[config.mk]
export PLATFORM = sky130hd
export DESIGN_NAME = cra_flat
export DESIGN_NICKNAME = d
export VERILOG_FILES = /design/src/rtl/cra_pkg.sv /design/src/rtl/cra_if.sv /design/src/rtl/cra_stack.sv /design/src/rtl/cra.sv /design/src/flat_wrapper.sv
export SDC_FILE = /design/constraint.sdc
export NUM_CORES = 1
export LEC_CHECK = 0
export BUFFER_PORTS_ARGS = -buffer_cell sky130_fd_sc_hd__buf_2
export CAP_MARGIN = 25
export CORE_ASPECT_RATIO = 0.7
export CORE_MARGIN = 2
export CORE_UTILIZATION = 53
export CTS_BUF_LIST = sky130_fd_sc_hd__clkbuf_8
export DETAILED_ROUTE_END_ITERATION = 8
export PLACE_DENSITY = 0.78
export SYNTH_ARGS = -nofsm -noshare
export SYNTH_HDL_FRONTEND = slang
export SYNTH_HIERARCHICAL = 1
export SYNTH_SLANG_ARGS = --single-unit
[constraint.sdc]
create_clock -name eboxClk -period 3.2 [get_ports eboxClk]
set_clock_uncertainty 0.1 [all_clocks]
set_input_delay 0.16 -clock eboxClk [delete_from_list [all_inputs] [get_ports eboxClk]]
set_output_delay 0.16 -clock eboxClk [all_outputs]
set_load 0.02 [all_outputs]
[src/rtl/cra_pkg.sv]
// Shared CRAM definitions: address type, dispatch codes and sequencer defaults.
package cra_pkg;

  typedef logic [10:0] tCramAdr;

  typedef enum logic [4:0] {
    DISP_DIAG      = 5'o00,
    DISP_DRAM_J    = 5'o01,
    DISP_DRAM_A_RD = 5'o02,
    DISP_RETURN    = 5'o03,
    DISP_PG_FAIL   = 5'o04,
    DISP_SR        = 5'o05,
    DISP_NICOND    = 5'o06,
    DISP_SH0_3     = 5'o07,
    DISP_MUL       = 5'o30,
    DISP_DIV       = 5'o31,
    DISP_SIGNS     = 5'o32,
    DISP_DRAM_B    = 5'o33,
    DISP_BYTE      = 5'o34,
    DISP_NORM      = 5'o35,
    DISP_EA_MOD    = 5'o36
  } tDisp;

  localparam int unsigned CRA_STACK_DEPTH = 16;
  localparam tCramAdr     CRA_PF_TRAP_ADR = 11'o1777;

endpackage

[src/rtl/cra_if.sv]
// Microword fields, dispatch/skip operands, diagnostic controls and CRA outputs.
interface cra_if;
  import cra_pkg::*;

  logic        CRA_advance;
  tCramAdr     CRAM_J;
  logic [4:0]  CRAM_DISP;
  logic [5:0]  CRAM_SKIP;
  logic        CRAM_CALL;
  logic [63:0] CRA_skipConds;
  logic [3:0]  CRA_dispData;
  tCramAdr     DRAM_J;
  logic [2:0]  DRAM_A;
  logic        CRA_pageFail;
  logic        CRA_diagLoad;
  tCramAdr     CRA_diagAdr;
  logic        CRA_diagReset;
  tCramAdr     CRA_ADR;
  logic [4:0]  CRA_callDepth;
  logic        CRA_stackErr;

  modport master (
    output CRA_advance, CRAM_J, CRAM_DISP, CRAM_SKIP, CRAM_CALL, CRA_skipConds,
           CRA_dispData, DRAM_J, DRAM_A, CRA_pageFail, CRA_diagLoad, CRA_diagAdr,
           CRA_diagReset,
    input  CRA_ADR, CRA_callDepth, CRA_stackErr
  );

  modport slave (
    input  CRA_advance, CRAM_J, CRAM_DISP, CRAM_SKIP, CRAM_CALL, CRA_skipConds,
           CRA_dispData, DRAM_J, DRAM_A, CRA_pageFail, CRA_diagLoad, CRA_diagAdr,
           CRA_diagReset,
    output CRA_ADR, CRA_callDepth, CRA_stackErr
  );

endinterface

[src/rtl/cra_stack.sv]
// Microcode return stack: circular LIFO with combinational top, depth count and
// sticky overflow/underflow flag. STACK_DEPTH must be a power of two >= 2.
module cra_stack
  import cra_pkg::*;
#(
  parameter int unsigned STACK_DEPTH = CRA_STACK_DEPTH
) (
  input  logic                         clk_i,
  input  logic                         rst_ni,
  input  logic                         clr_i,
  input  logic                         push_i,
  input  logic                         pop_i,
  input  tCramAdr                      wdata_i,
  output tCramAdr                      top_o,
  output logic [$clog2(STACK_DEPTH):0] depth_o,
  output logic                         err_o
);

  localparam int unsigned PW = $clog2(STACK_DEPTH);

  tCramAdr       mem_q [STACK_DEPTH];
  logic [PW-1:0] sp_q, sp_d, top_idx, wr_idx;
  logic [PW:0]   depth_q, depth_d;
  logic          err_q, err_d, wr_en, full, empty;

  assign top_idx = sp_q - PW'(1);
  assign full    = (depth_q == (PW+1)'(STACK_DEPTH));
  assign empty   = (depth_q == '0);

  // Overflow keeps advancing sp so the wrapped write lands on the oldest slot.
  always_comb begin
    sp_d    = sp_q;
    depth_d = depth_q;
    err_d   = err_q;
    wr_en   = 1'b0;
    wr_idx  = sp_q;
    if (push_i && pop_i) begin
      wr_en  = 1'b1;
      wr_idx = top_idx;
      if (empty) err_d = 1'b1;
    end else if (push_i) begin
      wr_en = 1'b1;
      sp_d  = sp_q + PW'(1);
      if (full) err_d = 1'b1;
      else      depth_d = depth_q + (PW+1)'(1);
    end else if (pop_i) begin
      if (empty) err_d = 1'b1;
      else begin
        sp_d    = top_idx;
        depth_d = depth_q - (PW+1)'(1);
      end
    end
    if (clr_i) begin
      sp_d    = '0;
      depth_d = '0;
      err_d   = 1'b0;
    end
  end

  always_ff @(posedge clk_i or negedge rst_ni) begin
    if (!rst_ni) begin
      sp_q    <= '0;
      depth_q <= '0;
      err_q   <= 1'b0;
    end else begin
      sp_q    <= sp_d;
      depth_q <= depth_d;
      err_q   <= err_d;
    end
  end

  always_ff @(posedge clk_i) begin
    if (wr_en) mem_q[wr_idx] <= wdata_i;
  end

  assign top_o   = mem_q[top_idx];
  assign depth_o = depth_q;
  assign err_o   = err_q;

endmodule

[src/rtl/cra.sv]
// CRAM address sequencer: next-address mux, skip merge, call/return stack
// control, page-fail trap and diagnostic load feeding the CRA_ADR register.
module cra
  import cra_pkg::*;
#(
  parameter int unsigned STACK_DEPTH = CRA_STACK_DEPTH,
  parameter tCramAdr     PF_TRAP_ADR = CRA_PF_TRAP_ADR
) (
  input  logic  eboxClk,
  input  logic  eboxReset_n,
  cra_if.slave  bus
);

  tCramAdr                      adr_q, adr_d, base, top;
  logic                         skip_hit, push, pop, stk_err;
  logic [$clog2(STACK_DEPTH):0] depth;

  // Bit 10 is the LSB in DEC numbering; field merges OR into the low bits.
  always_comb begin
    base = bus.CRAM_J;
    case (tDisp'(bus.CRAM_DISP))
      DISP_DRAM_J:    base = (bus.CRAM_J & 11'o2000) | (bus.DRAM_J & 11'o1777);
      DISP_DRAM_A_RD: base = bus.CRAM_J | {8'b0, bus.DRAM_A};
      DISP_RETURN:    base = top | bus.CRAM_J;
      DISP_NICOND, DISP_SH0_3, DISP_MUL, DISP_DIV, DISP_SIGNS,
      DISP_BYTE, DISP_NORM, DISP_EA_MOD:
                      base = bus.CRAM_J | {7'b0, bus.CRA_dispData};
      default:        base = bus.CRAM_J;
    endcase
  end

  assign skip_hit = (bus.CRAM_SKIP != '0) && bus.CRA_skipConds[bus.CRAM_SKIP];

  always_comb begin
    adr_d = adr_q;
    push  = 1'b0;
    pop   = 1'b0;
    if (bus.CRA_advance) begin
      if (bus.CRA_diagLoad) begin
        adr_d = bus.CRA_diagAdr;
      end else if (bus.CRA_pageFail) begin
        adr_d = PF_TRAP_ADR;
        push  = 1'b1;
      end else begin
        adr_d = base | {10'b0, skip_hit};
        push  = bus.CRAM_CALL;
        pop   = (tDisp'(bus.CRAM_DISP) == DISP_RETURN);
      end
    end
  end

  always_ff @(posedge eboxClk or negedge eboxReset_n) begin
    if (!eboxReset_n) adr_q <= '0;
    else              adr_q <= adr_d;
  end

  cra_stack #(.STACK_DEPTH(STACK_DEPTH)) u_stack (
    .clk_i   (eboxClk),
    .rst_ni  (eboxReset_n),
    .clr_i   (bus.CRA_diagReset),
    .push_i  (push),
    .pop_i   (pop),
    .wdata_i (adr_q),
    .top_o   (top),
    .depth_o (depth),
    .err_o   (stk_err)
  );

  assign bus.CRA_ADR       = adr_q;
  assign bus.CRA_callDepth = 5'(depth);
  assign bus.CRA_stackErr  = stk_err;

endmodule
[src/flat_wrapper.sv]
// flat-port wrapper written by rule: the top's interface ports become plain ports
module cra_flat import cra_pkg::*;
#(
  parameter int unsigned STACK_DEPTH = CRA_STACK_DEPTH,
  parameter tCramAdr     PF_TRAP_ADR = CRA_PF_TRAP_ADR
)
  (eboxClk, eboxReset_n, bus_CRA_advance, bus_CRAM_J, bus_CRAM_DISP, bus_CRAM_SKIP, bus_CRAM_CALL, bus_CRA_skipConds, bus_CRA_dispData, bus_DRAM_J, bus_DRAM_A, bus_CRA_pageFail, bus_CRA_diagLoad, bus_CRA_diagAdr, bus_CRA_diagReset, bus_CRA_ADR, bus_CRA_callDepth, bus_CRA_stackErr);
  cra_if bus_i ();
  input  logic eboxClk;
  input  logic eboxReset_n;
  input wire logic [$bits(bus_i.CRA_advance)-1:0] bus_CRA_advance;
  input wire logic [$bits(bus_i.CRAM_J)-1:0] bus_CRAM_J;
  input wire logic [$bits(bus_i.CRAM_DISP)-1:0] bus_CRAM_DISP;
  input wire logic [$bits(bus_i.CRAM_SKIP)-1:0] bus_CRAM_SKIP;
  input wire logic [$bits(bus_i.CRAM_CALL)-1:0] bus_CRAM_CALL;
  input wire logic [$bits(bus_i.CRA_skipConds)-1:0] bus_CRA_skipConds;
  input wire logic [$bits(bus_i.CRA_dispData)-1:0] bus_CRA_dispData;
  input wire logic [$bits(bus_i.DRAM_J)-1:0] bus_DRAM_J;
  input wire logic [$bits(bus_i.DRAM_A)-1:0] bus_DRAM_A;
  input wire logic [$bits(bus_i.CRA_pageFail)-1:0] bus_CRA_pageFail;
  input wire logic [$bits(bus_i.CRA_diagLoad)-1:0] bus_CRA_diagLoad;
  input wire logic [$bits(bus_i.CRA_diagAdr)-1:0] bus_CRA_diagAdr;
  input wire logic [$bits(bus_i.CRA_diagReset)-1:0] bus_CRA_diagReset;
  output wire logic [$bits(bus_i.CRA_ADR)-1:0] bus_CRA_ADR;
  output wire logic [$bits(bus_i.CRA_callDepth)-1:0] bus_CRA_callDepth;
  output wire logic [$bits(bus_i.CRA_stackErr)-1:0] bus_CRA_stackErr;
  assign bus_i.CRA_advance = bus_CRA_advance;
  assign bus_i.CRAM_J = bus_CRAM_J;
  assign bus_i.CRAM_DISP = bus_CRAM_DISP;
  assign bus_i.CRAM_SKIP = bus_CRAM_SKIP;
  assign bus_i.CRAM_CALL = bus_CRAM_CALL;
  assign bus_i.CRA_skipConds = bus_CRA_skipConds;
  assign bus_i.CRA_dispData = bus_CRA_dispData;
  assign bus_i.DRAM_J = bus_DRAM_J;
  assign bus_i.DRAM_A = bus_DRAM_A;
  assign bus_i.CRA_pageFail = bus_CRA_pageFail;
  assign bus_i.CRA_diagLoad = bus_CRA_diagLoad;
  assign bus_i.CRA_diagAdr = bus_CRA_diagAdr;
  assign bus_i.CRA_diagReset = bus_CRA_diagReset;
  assign bus_CRA_ADR = bus_i.CRA_ADR;
  assign bus_CRA_callDepth = bus_i.CRA_callDepth;
  assign bus_CRA_stackErr = bus_i.CRA_stackErr;
  cra #(.STACK_DEPTH(STACK_DEPTH), .PF_TRAP_ADR(PF_TRAP_ADR)) u_core (.eboxClk(eboxClk), .eboxReset_n(eboxReset_n), .bus(bus_i));
endmodule
==> results of run 1 <==
==> path summary, 6_finish.rpt <==
check	start	end
hold / removal	bus_CRA_diagAdr[0]	u_core/bus.CRA_ADR[0]
max in group asynchronous	eboxReset_n	u_core/u_stack/sp_q[0]
hold reg to reg	u_core/u_stack/err_o	u_core/u_stack/err_o
setup / recovery	u_core/u_stack/sp_q[0]	u_core/bus.CRA_ADR[7]
setup reg to reg	u_core/u_stack/sp_q[0]	u_core/bus.CRA_ADR[7]
min in group asynchronous	eboxReset_n	u_core/bus.CRA_ADR[10]
==> Yosys cell counts (2+ instances only) <==
cell type,instances,area [um2]
sky130_fd_sc_hd__o21a_1,2,15.0
sky130_fd_sc_hd__buf_1,3,11.3
sky130_fd_sc_hd__xor2_1,3,26.3
sky130_fd_sc_hd__mux2i_1,28,280
sky130_fd_sc_hd__nand3_1,10,50.1
sky130_fd_sc_hd__nand4_1,2,12.5
sky130_fd_sc_hd__edfxtp_1,176,5290
sky130_fd_sc_hd__mux2_2,6,67.6
sky130_fd_sc_hd__a211oi_1,16,120
sky130_fd_sc_hd__nand3b_1,3,22.5
sky130_fd_sc_hd__clkbuf_1,13,48.8
sky130_fd_sc_hd__mux4_2,49,1100
sky130_fd_sc_hd__buf_4,4,30.0
sky130_fd_sc_hd__nor2b_1,18,113
sky130_fd_sc_hd__ha_1,5,62.6
sky130_fd_sc_hd__nor3b_1,3,22.5
sky130_fd_sc_hd__buf_2,19,95.1
sky130_fd_sc_hd__nor3_1,10,50.1
sky130_fd_sc_hd__a31oi_1,14,87.6
sky130_fd_sc_hd__o31ai_1,2,15.0
sky130_fd_sc_hd__nand2_1,17,63.8
sky130_fd_sc_hd__xnor2_1,7,61.3
sky130_fd_sc_hd__inv_1,13,48.8
sky130_fd_sc_hd__nor4_1,2,12.5
sky130_fd_sc_hd__nand2b_1,5,31.3
sky130_fd_sc_hd__o21ai_0,25,125
sky130_fd_sc_hd__a21oi_1,25,125
sky130_fd_sc_hd__mux4_1,8,210
sky130_fd_sc_hd__or3_1,2,12.5
sky130_fd_sc_hd__dfrtp_1,21,526
sky130_fd_sc_hd__nor2_1,29,109
sky130_fd_sc_hd__a32oi_1,2,17.5
==> layout make-up <==
| class | instances | area [um2] |
|---|---|---|
| well taps | 231 | 289 |
| multi-input cells | 325 | 3160 |
| repair buffers | 207 | 1310 |
| inverters | 13 | 48.8 |
| clock buffers | 17 | 234 |
| fillers | 1198 | 6080 |
| flip-flops and latches | 197 | 5810 |
| clock inverters | 14 | 130 |
==> kinds of logic after synthesis <==
kind of cell             count (synthesis)  synth area share
flip-flops                             197             0.632
AND/OR/NAND/NOR                        114            0.0686
AO/OA/AOI/OAI                          103            0.0720
multiplexers                            91             0.181
buffers and inverters                   53            0.0267
XOR/XNOR                                11            0.0113
adder cells (fa/ha/maj)                  6           0.00898
==> timing repair <==
action | in CTS | in global routing
hold endpoints to repair | 40 | 0
hold buffers | 18 | 0
buffers inserted | 0 | 3
gates resized for setup | 0 | 3
endpoints found under the setup margin | 0 | 9
==> power breakdown <==
group	internal, mW	total (mW)	switching [mW]	leakage [nW]
Combinational	0.459	0.982	0.522	1.88
Sequential	2.90	3.01	0.115	1.84
Clock	0.617	1.49	0.873	0.171
==> through the flow <==
step	utilization	hold slack (ns)	total power [mW]
after global placement	0.605	0.0516	3.95
final	0.644	0.0238	5.48
after floorplan	-	-0.236	3.60
after detailed placement	0.609	0.0733	3.99
after CTS	0.641	0.00232	5.47
after global routing	0.644	0.00534	5.69
==> worst max-delay path: stages, from the launching register on <==
cell and delay (ns):
sky130_fd_sc_hd__dfrtp_2 0.40, sky130_fd_sc_hd__inv_1 0.09, sky130_fd_sc_hd__ha_2 0.50, sky130_fd_sc_hd__buf_4 0.20, sky130_fd_sc_hd__mux4_2 0.30, sky130_fd_sc_hd__nor2b_1 0.14, sky130_fd_sc_hd__a211oi_1 0.38, sky130_fd_sc_hd__a21oi_1 0.11
sky130_fd_sc_hd__a31oi_1 0.24, sky130_fd_sc_hd__a31oi_1 0.14, sky130_fd_sc_hd__a21oi_1 0.18, sky130_fd_sc_hd__mux2i_1 0.09
==> metal layers <==
layer	share of wire	track usage
met2	0.48	0.413
met3	0.093	0.0580
met1	0.41	0.355
met4	0.018	0.0810
met5	0	0
==> registers in the layout, summed over array words and instances (netlist names) <==
name and flops:
u_core/u_stack/sp_q 4, u_core/bus.CRA_ADR 11, u_core/u_stack/depth_o 5, u_core/u_stack/err_o 1, u_core/u_stack/mem_q 176
==> run metrics, run 1 <==
number of standard cells in the final layout excluding fillers 1004; root buffer cell sky130_fd_sc_hd__clkbuf_8; cell count after synthesis 575; count of inserted antenna diode cells 0; number of pins with negative max-slew slack in the final report 0; layout-stage area growth over the synthesis result 19.5%; Remaining Overflow, GRT 0; most common cell after layout, fill and taps aside sky130_fd_sc_hd__edfxtp_1; Maximum Capacitance Violations 0; detailed-routing iteration count for the pre-antenna-repair pass 5; Hold Path Cell Cnt 4; CTS tree built; Synth cell types 65; worst-case register-to-register setup slack 0.21 ns; Final Hold Fails 0; post-detailed-placement cell area 0.0104 mm2; violation count after the first detailed-route iteration 756; syn avg cell area 16.0 um2; clk buf depth 2; Core Box Area 0.0171 mm2; syn_nets 703; total global-route track usage 0.257; placer's final routability congestion estimate 0.898; proportion of layout cells with a drive suffix above 1 0.373; Leak 3.89 nW; type of element launching the critical path flop; Placed Cells 952; outcome complete, no violations; post-synthesis async set-or-reset flop share 0.107; endpoint class of the critical path flop; CP arrival 3.25 ns; IR drop worst, VDD 301 uV; Fmax achieved 0.334 GHz; EDFF count, synth 176; sum of negative setup slack 0 ns; Period Utilization, post-route 0.935; post-CTS clock slew at the launch and capture registers of the worst setup and hold paths 0.10 ns; total number of nets in the final design 889; unrepaired setup endpoints after global routing false; number of clock buffers inserted by TritonCTS 17; vias in the first global route 6179; DR WL/cell 22.6 um; top_reg_cell synth sky130_fd_sc_hd__edfxtp_1; total wirelength of the detailed-routed design 22700 um; Synth warnings 6; count of clock tree sinks 197; class of the most critical hold timing path in -> reg; share of the yosys chip area belonging to registers 0.632; vertical die dimension 114 um; Slew headroom 0.520; DRT antenna net count 0; Required @ worst endpoint 3.46 ns; floorplan row count 40; effective utilization at floorplan 0.539; total non-filler cell area in the finished layout 0.0110 mm2; post-detail-place hpwl 16400 um; combined area of all synthesized cells 0.00920 mm2; Final min period 2.99 ns; DRC Markers 0; # IOs 139; number of levels the H-tree was split into 4; final setup violation count 0; post-place setup slack 0.0126 ns; Slew @ Worst Pin 0.720 ns; flops & latches, synth 197; path type of the worst setup path reg -> reg; routed vias 6177; depth of the worst register-to-register path 11; area of the die 0.0184 mm2; first-pass GRT wire length 34800 um; PnR worst setup slack 0.207 ns; clk_lat worst skew 0.47 ns; Pwr per Cell Area 499 mW/mm2; top library cells by usage in the layout, fill and taps aside sky130_fd_sc_hd__edfxtp_1 (176), sky130_fd_sc_hd__buf_2 (136), sky130_fd_sc_hd__mux4_2 (49); width of the die 161 um; largest net degree at the start of global routing 37; largest driver fanout on the critical path 11; post-detailed-route via-to-cell ratio 6.15; Port Buffers 136; antenna violations before repair 0
Power figures use the tool's default switching activity.
==> run 2, diff against run 1 <==
--- a/config.mk
+++ b/config.mk
@@ -9,10 +9,10 @@
 export CAP_MARGIN = 25
 export CORE_ASPECT_RATIO = 0.7
 export CORE_MARGIN = 2
-export CORE_UTILIZATION = 53
+export CORE_UTILIZATION = 51
 export CTS_BUF_LIST = sky130_fd_sc_hd__clkbuf_8
 export DETAILED_ROUTE_END_ITERATION = 8
-export PLACE_DENSITY = 0.78
+export PLACE_DENSITY = 0.74
 export SYNTH_ARGS = -nofsm -noshare
 export SYNTH_HDL_FRONTEND = slang
 export SYNTH_HIERARCHICAL = 1
==> run metrics, run 2 (synthesized netlist as in run 1, its figures left out) <==
first-pass GRT wire length 34400 um; total number of nets in the final design 882; total non-filler cell area in the finished layout 0.0109 mm2; Leak 3.86 nW; Pwr per Cell Area 498 mW/mm2; largest net degree at the start of global routing 35; GR Layer Usage met3 0.0469; Core Box Area 0.0179 mm2; flip-flop count of the largest register after layout 176; Port Buffers 136; Period Utilization, post-route 0.962; floorplan row count 41; CP arrival 3.32 ns; worst setup path startpoint u_core/u_stack/sp_q[0]; largest driver fanout on the critical path 10; total power 5.44 mW; DRC Markers 0; type of element launching the critical path flop; vertical die dimension 116 um; post-place setup slack 0.0825 ns; number of standard cells in the final layout excluding fillers 1005; path type of the worst setup path reg -> reg; unrepaired setup endpoints after global routing false; clk buf depth 2; class of the most critical hold timing path in -> reg; critical register-to-register path startpoint u_core/u_stack/sp_q[0]; final setup violation count 0; proportion of layout cells with a drive suffix above 1 0.368; total wirelength of the detailed-routed design 22100 um; Required @ worst endpoint 3.44 ns; Finished Core Util 0.612; endpoint class of the critical path flop; count of clock tree sinks 197; post-detailed-route via-to-cell ratio 5.98; outcome complete, no violations; post-detailed-placement cell area 0.0104 mm2; total global-route track usage 0.247; sum of negative setup slack 0 ns; Fmax achieved 0.325 GHz; number of levels the H-tree was split into 4; Placed Cells 954; number of clock buffers inserted by TritonCTS 17; placer's final routability congestion estimate 0.904; Hold Crit Start bus_CRA_diagAdr[2]; top library cells by usage in the layout, fill and taps aside sky130_fd_sc_hd__edfxtp_1 (176), sky130_fd_sc_hd__buf_2 (136), sky130_fd_sc_hd__mux4_2 (49); final hold slack 0.0513 ns; most used routing layer in global routing met2; met1 usage 0.344; Slew @ Worst Pin 0.700 ns; DRT antenna net count 0; antenna violations before repair 2; IR drop worst, VDD 248 uV; Reg with most FFs u_core/u_stack/mem_q; effective utilization at floorplan 0.515; Setup Fix Bufs, Post-CTS 0; root buffer cell sky130_fd_sc_hd__clkbuf_8; Slew headroom 0.531; post-CTS clock slew at the launch and capture registers of the worst setup and hold paths 0.09 ns; number of pins with negative max-slew slack in the final report 0; layout-stage area growth over the synthesis result 18.7%; violation count after the first detailed-route iteration 489; area of the die 0.0191 mm2; most common cell after layout, fill and taps aside sky130_fd_sc_hd__edfxtp_1; Final Hold Fails 0; routed vias 6013; Final min period 3.08 ns; Maximum Capacitance Violations 0; DR WL/cell 22.0 um; CTS tree built; width of the die 165 um; clk_lat worst skew 0.47 ns; PnR worst setup slack 0.120 ns; vias in the first global route 6204; filler instances 1322; routing usage on met2 0.395; Remaining Overflow, GRT 0; # IOs 139; detailed-routing iteration count for the pre-antenna-repair pass 6; post-detail-place hpwl 16000 um
run 2: final timing paths:
| check | to | cells after the start | slack (ns) |
|---|---|---|---|
| max in group asynchronous | u_core/u_stack/sp_q[0] | 2 | 2.50 |
| setup reg to reg | u_core/bus.CRA_ADR[6] | 11 | 0.12 |
| hold reg to reg | u_core/u_stack/err_o | 2 | 0.42 |
| hold / removal | u_core/bus.CRA_ADR[2] | 4 | 0.05 |
| min in group asynchronous | u_core/u_stack/depth_o[1] | 2 | 0.10 |
| setup / recovery | u_core/bus.CRA_ADR[6] | 11 | 0.12 |
run 2: layer usage:
metal	vias to the layer above	share of wire	routed length, um
met2	286	0.47	10500
met3	34	0.074	1650
met1	3018	0.43	9470
met4	0	0.024	526
met5	-	0	0
li1	2675	-	-
run 2: timing repair:
action | CTS | global route
endpoints found under the hold margin | 39 | 0
hold buffers | 17 | 0
resized for setup | 0 | 3
setup endpoints to repair | 0 | 7
run 2: report_power, final:
| group | internal [mW] | switching (mW) | total, mW |
|---|---|---|---|
| sequential | 2.90 | 0.116 | 3.01 |
| clock | 0.628 | 0.858 | 1.49 |
| combinational | 0.441 | 0.500 | 0.942 |
run 2: worst max-delay path, stage by stage (launching register included):
cell and delay, ns:
sky130_fd_sc_hd__dfrtp_2 0.43, sky130_fd_sc_hd__inv_1 0.13, sky130_fd_sc_hd__ha_2 0.27, sky130_fd_sc_hd__xor2_4 0.37, sky130_fd_sc_hd__buf_4 0.23, sky130_fd_sc_hd__mux4_2 0.34
sky130_fd_sc_hd__mux2i_1 0.24, sky130_fd_sc_hd__a21oi_1 0.16, sky130_fd_sc_hd__a31oi_1 0.23, sky130_fd_sc_hd__a31oi_1 0.13, sky130_fd_sc_hd__a21oi_1 0.21, sky130_fd_sc_hd__mux2i_1 0.12
run 2: final cells by class:
| cell class | instances | area (um2) | share of cell area |
|---|---|---|---|
| clock buffers | 18 | 248 | 0.0227 |
| inverters | 13 | 48.8 | 0.00447 |
| flip-flops and latches | 197 | 5810 | 0.532 |
| diodes | 2 | 5.00 | 0.000458 |
| well taps | 236 | 295 | 0.0270 |
| repair buffers | 200 | 1230 | 0.113 |
| multi-input cells | 325 | 3160 | 0.290 |
| clock inverters | 14 | 115 | 0.0105 |
==> run 3, diff against run 2 <==
--- a/config.mk
+++ b/config.mk
@@ -7,12 +7,15 @@
 export LEC_CHECK = 0
 export BUFFER_PORTS_ARGS = -buffer_cell sky130_fd_sc_hd__buf_2
 export CAP_MARGIN = 25
+export CELL_PAD_IN_SITES_DETAIL_PLACEMENT = 0
+export CELL_PAD_IN_SITES_GLOBAL_PLACEMENT = 1
 export CORE_ASPECT_RATIO = 0.7
 export CORE_MARGIN = 2
-export CORE_UTILIZATION = 51
+export CORE_UTILIZATION = 45
 export CTS_BUF_LIST = sky130_fd_sc_hd__clkbuf_8
 export DETAILED_ROUTE_END_ITERATION = 8
-export PLACE_DENSITY = 0.74
+export MAX_ROUTING_LAYER = met4
+export PLACE_DENSITY = 0.77
 export SYNTH_ARGS = -nofsm -noshare
 export SYNTH_HDL_FRONTEND = slang
 export SYNTH_HIERARCHICAL = 1
==> run metrics, run 3 (synthesized netlist as in run 1, its figures left out) <==
CTS tree built; number of pins with negative max-slew slack in the final report 0; proportion of layout cells with a drive suffix above 1 0.369; total wirelength of the detailed-routed design 22400 um; total global-route track usage 0.223; detailed-routing iteration count for the pre-antenna-repair pass 5; Remaining Overflow, GRT 0; count of inserted antenna diode cells 0; placer's final routability congestion estimate 0.864; Reg with most FFs u_core/u_stack/mem_q; Slew headroom 0.567; Required @ worst endpoint 3.45 ns; clk buf depth 2; effective utilization at floorplan 0.462; endpoint class of the critical path flop; largest driver fanout on the critical path 14; CP arrival 3.35 ns; Finished Core Util 0.554; area of the die 0.0216 mm2; clk_lat worst skew 0.46 ns; path type of the worst setup path reg -> reg; Pwr per Cell Area 503 mW/mm2; floorplan row count 43; final hold slack 0.0404 ns; DR WL/cell 21.6 um; DRT antenna net count 0; first-pass GRT wire length 34300 um; width of the die 175 um; Final min period 3.09 ns; vias in the first global route 6070; number of clock buffers inserted by TritonCTS 17; post-CTS clock slew at the launch and capture registers of the worst setup and hold paths 0.12 ns; number of levels the H-tree was split into 4; number of standard cells in the final layout excluding fillers 1037; flip-flop count of the largest register after layout 176; count of clock tree sinks 197; top library cells by usage in the layout, fill and taps aside sky130_fd_sc_hd__edfxtp_1 (176), sky130_fd_sc_hd__buf_2 (136), sky130_fd_sc_hd__mux4_2 (49); Slew @ Worst Pin 0.641 ns; class of the most critical hold timing path in -> reg; Port Buffers 136; Leak 3.89 nW; Final Hold Fails 0; violation count after the first detailed-route iteration 617; Core Box Area 0.0199 mm2; root buffer cell sky130_fd_sc_hd__clkbuf_8; total number of nets in the final design 882; Fmax achieved 0.323 GHz; final setup violation count 0; DRC Markers 0; antenna violations before repair 0; post-detail-place hpwl 15300 um; outcome complete, no violations; post-detailed-route via-to-cell ratio 5.77; vertical die dimension 124 um; largest net degree at the start of global routing 45; most common cell after layout, fill and taps aside sky130_fd_sc_hd__edfxtp_1; routed vias 5980; layout-stage area growth over the synthesis result 20.0%; filler instances 1588; # IOs 139; Maximum Capacitance Violations 0; Setup Fix Bufs, Post-CTS 0; Placed Cells 985; IR drop worst, VDD 294 uV; type of element launching the critical path flop; Period Utilization, post-route 0.967
[run 3: what timing repair did]
action                                 4_1_cts  5_1_grt
setup endpoints to repair                    0        4
endpoints found under the hold margin       40        0
resized for setup                            0        2
hold buffers                                19        0
[run 3: routing by layer]
metal | share of wire | global-route usage | wire length, um | vias to the layer above
met4 | 0.014 | 0.0615 | 313 | 0
met5 | 0 | - | 0 | -
li1 | - | - | - | 2674
met3 | 0.058 | 0.0479 | 1300 | 21
met1 | 0.45 | 0.300 | 10200 | 3094
met2 | 0.47 | 0.349 | 10600 | 191
[run 3: final cells by class]
type	instances	area, um2	share of cell area
inverter	13	48.8	0.00442
multi-input combinational	325	3160	0.287
timing repair buffer	200	1250	0.114
clock buffer	17	234	0.0212
clock inverter	15	184	0.0167
sequential	197	5810	0.527
tap	270	338	0.0306
[run 3: path summary, 6_finish.rpt]
path / from / endpoint / slack [ns] / cells past startpoint
setup / recovery: u_core/u_stack/sp_q[0] / u_core/bus.CRA_ADR[5] / 0.11 / 12
hold / removal: bus_CRA_diagAdr[1] / u_core/bus.CRA_ADR[1] / 0.04 / 4
setup reg to reg: u_core/u_stack/sp_q[0] / u_core/bus.CRA_ADR[5] / 0.11 / 12
hold reg to reg: u_core/u_stack/err_o / u_core/u_stack/err_o / 0.46 / 2
max in group asynchronous: eboxReset_n / u_core/u_stack/sp_q[0] / 2.54 / 2
min in group asynchronous: eboxReset_n / u_core/u_stack/depth_o[4] / 0.09 / 2
[run 3: critical path: stages (launching register included)]
cell                       delay (ns)
sky130_fd_sc_hd__dfrtp_2         0.46
sky130_fd_sc_hd__inv_1           0.16
sky130_fd_sc_hd__ha_2            0.29
sky130_fd_sc_hd__xor2_4          0.23
sky130_fd_sc_hd__buf_4           0.25
sky130_fd_sc_hd__buf_4           0.26
sky130_fd_sc_hd__nor2b_1         0.07
sky130_fd_sc_hd__a211oi_1        0.50
sky130_fd_sc_hd__a21oi_1         0.14
sky130_fd_sc_hd__a31oi_1         0.18
sky130_fd_sc_hd__a31oi_1         0.11
sky130_fd_sc_hd__a21oi_1         0.13
sky130_fd_sc_hd__mux2i_1         0.09
[run 3: power by group]
group          internal, mW  switching [mW]  total [mW]  leakage, nW
clock network         0.601            1.01        1.61        0.205
registers              2.90           0.108        3.00         1.84
logic                 0.435           0.505       0.940         1.85
[run 3: stage by stage]
| stage | cell area (um2) | setup slack, ns | TNS (ns) | total power, mW |
|---|---|---|---|---|
| final | 11000 | 0.106 | 0 | 5.55 |
| after global routing | 11000 | -0.0141 | -0.0141 | 5.77 |
| after CTS | 11000 | 0.123 | 0 | 5.57 |
| after detailed placement | 10400 | 0.194 | 0 | 3.96 |
| after global placement | 10400 | 0.254 | 0 | 3.94 |
| after floorplan | 9200 | 0.0347 | 0 | 3.60 |
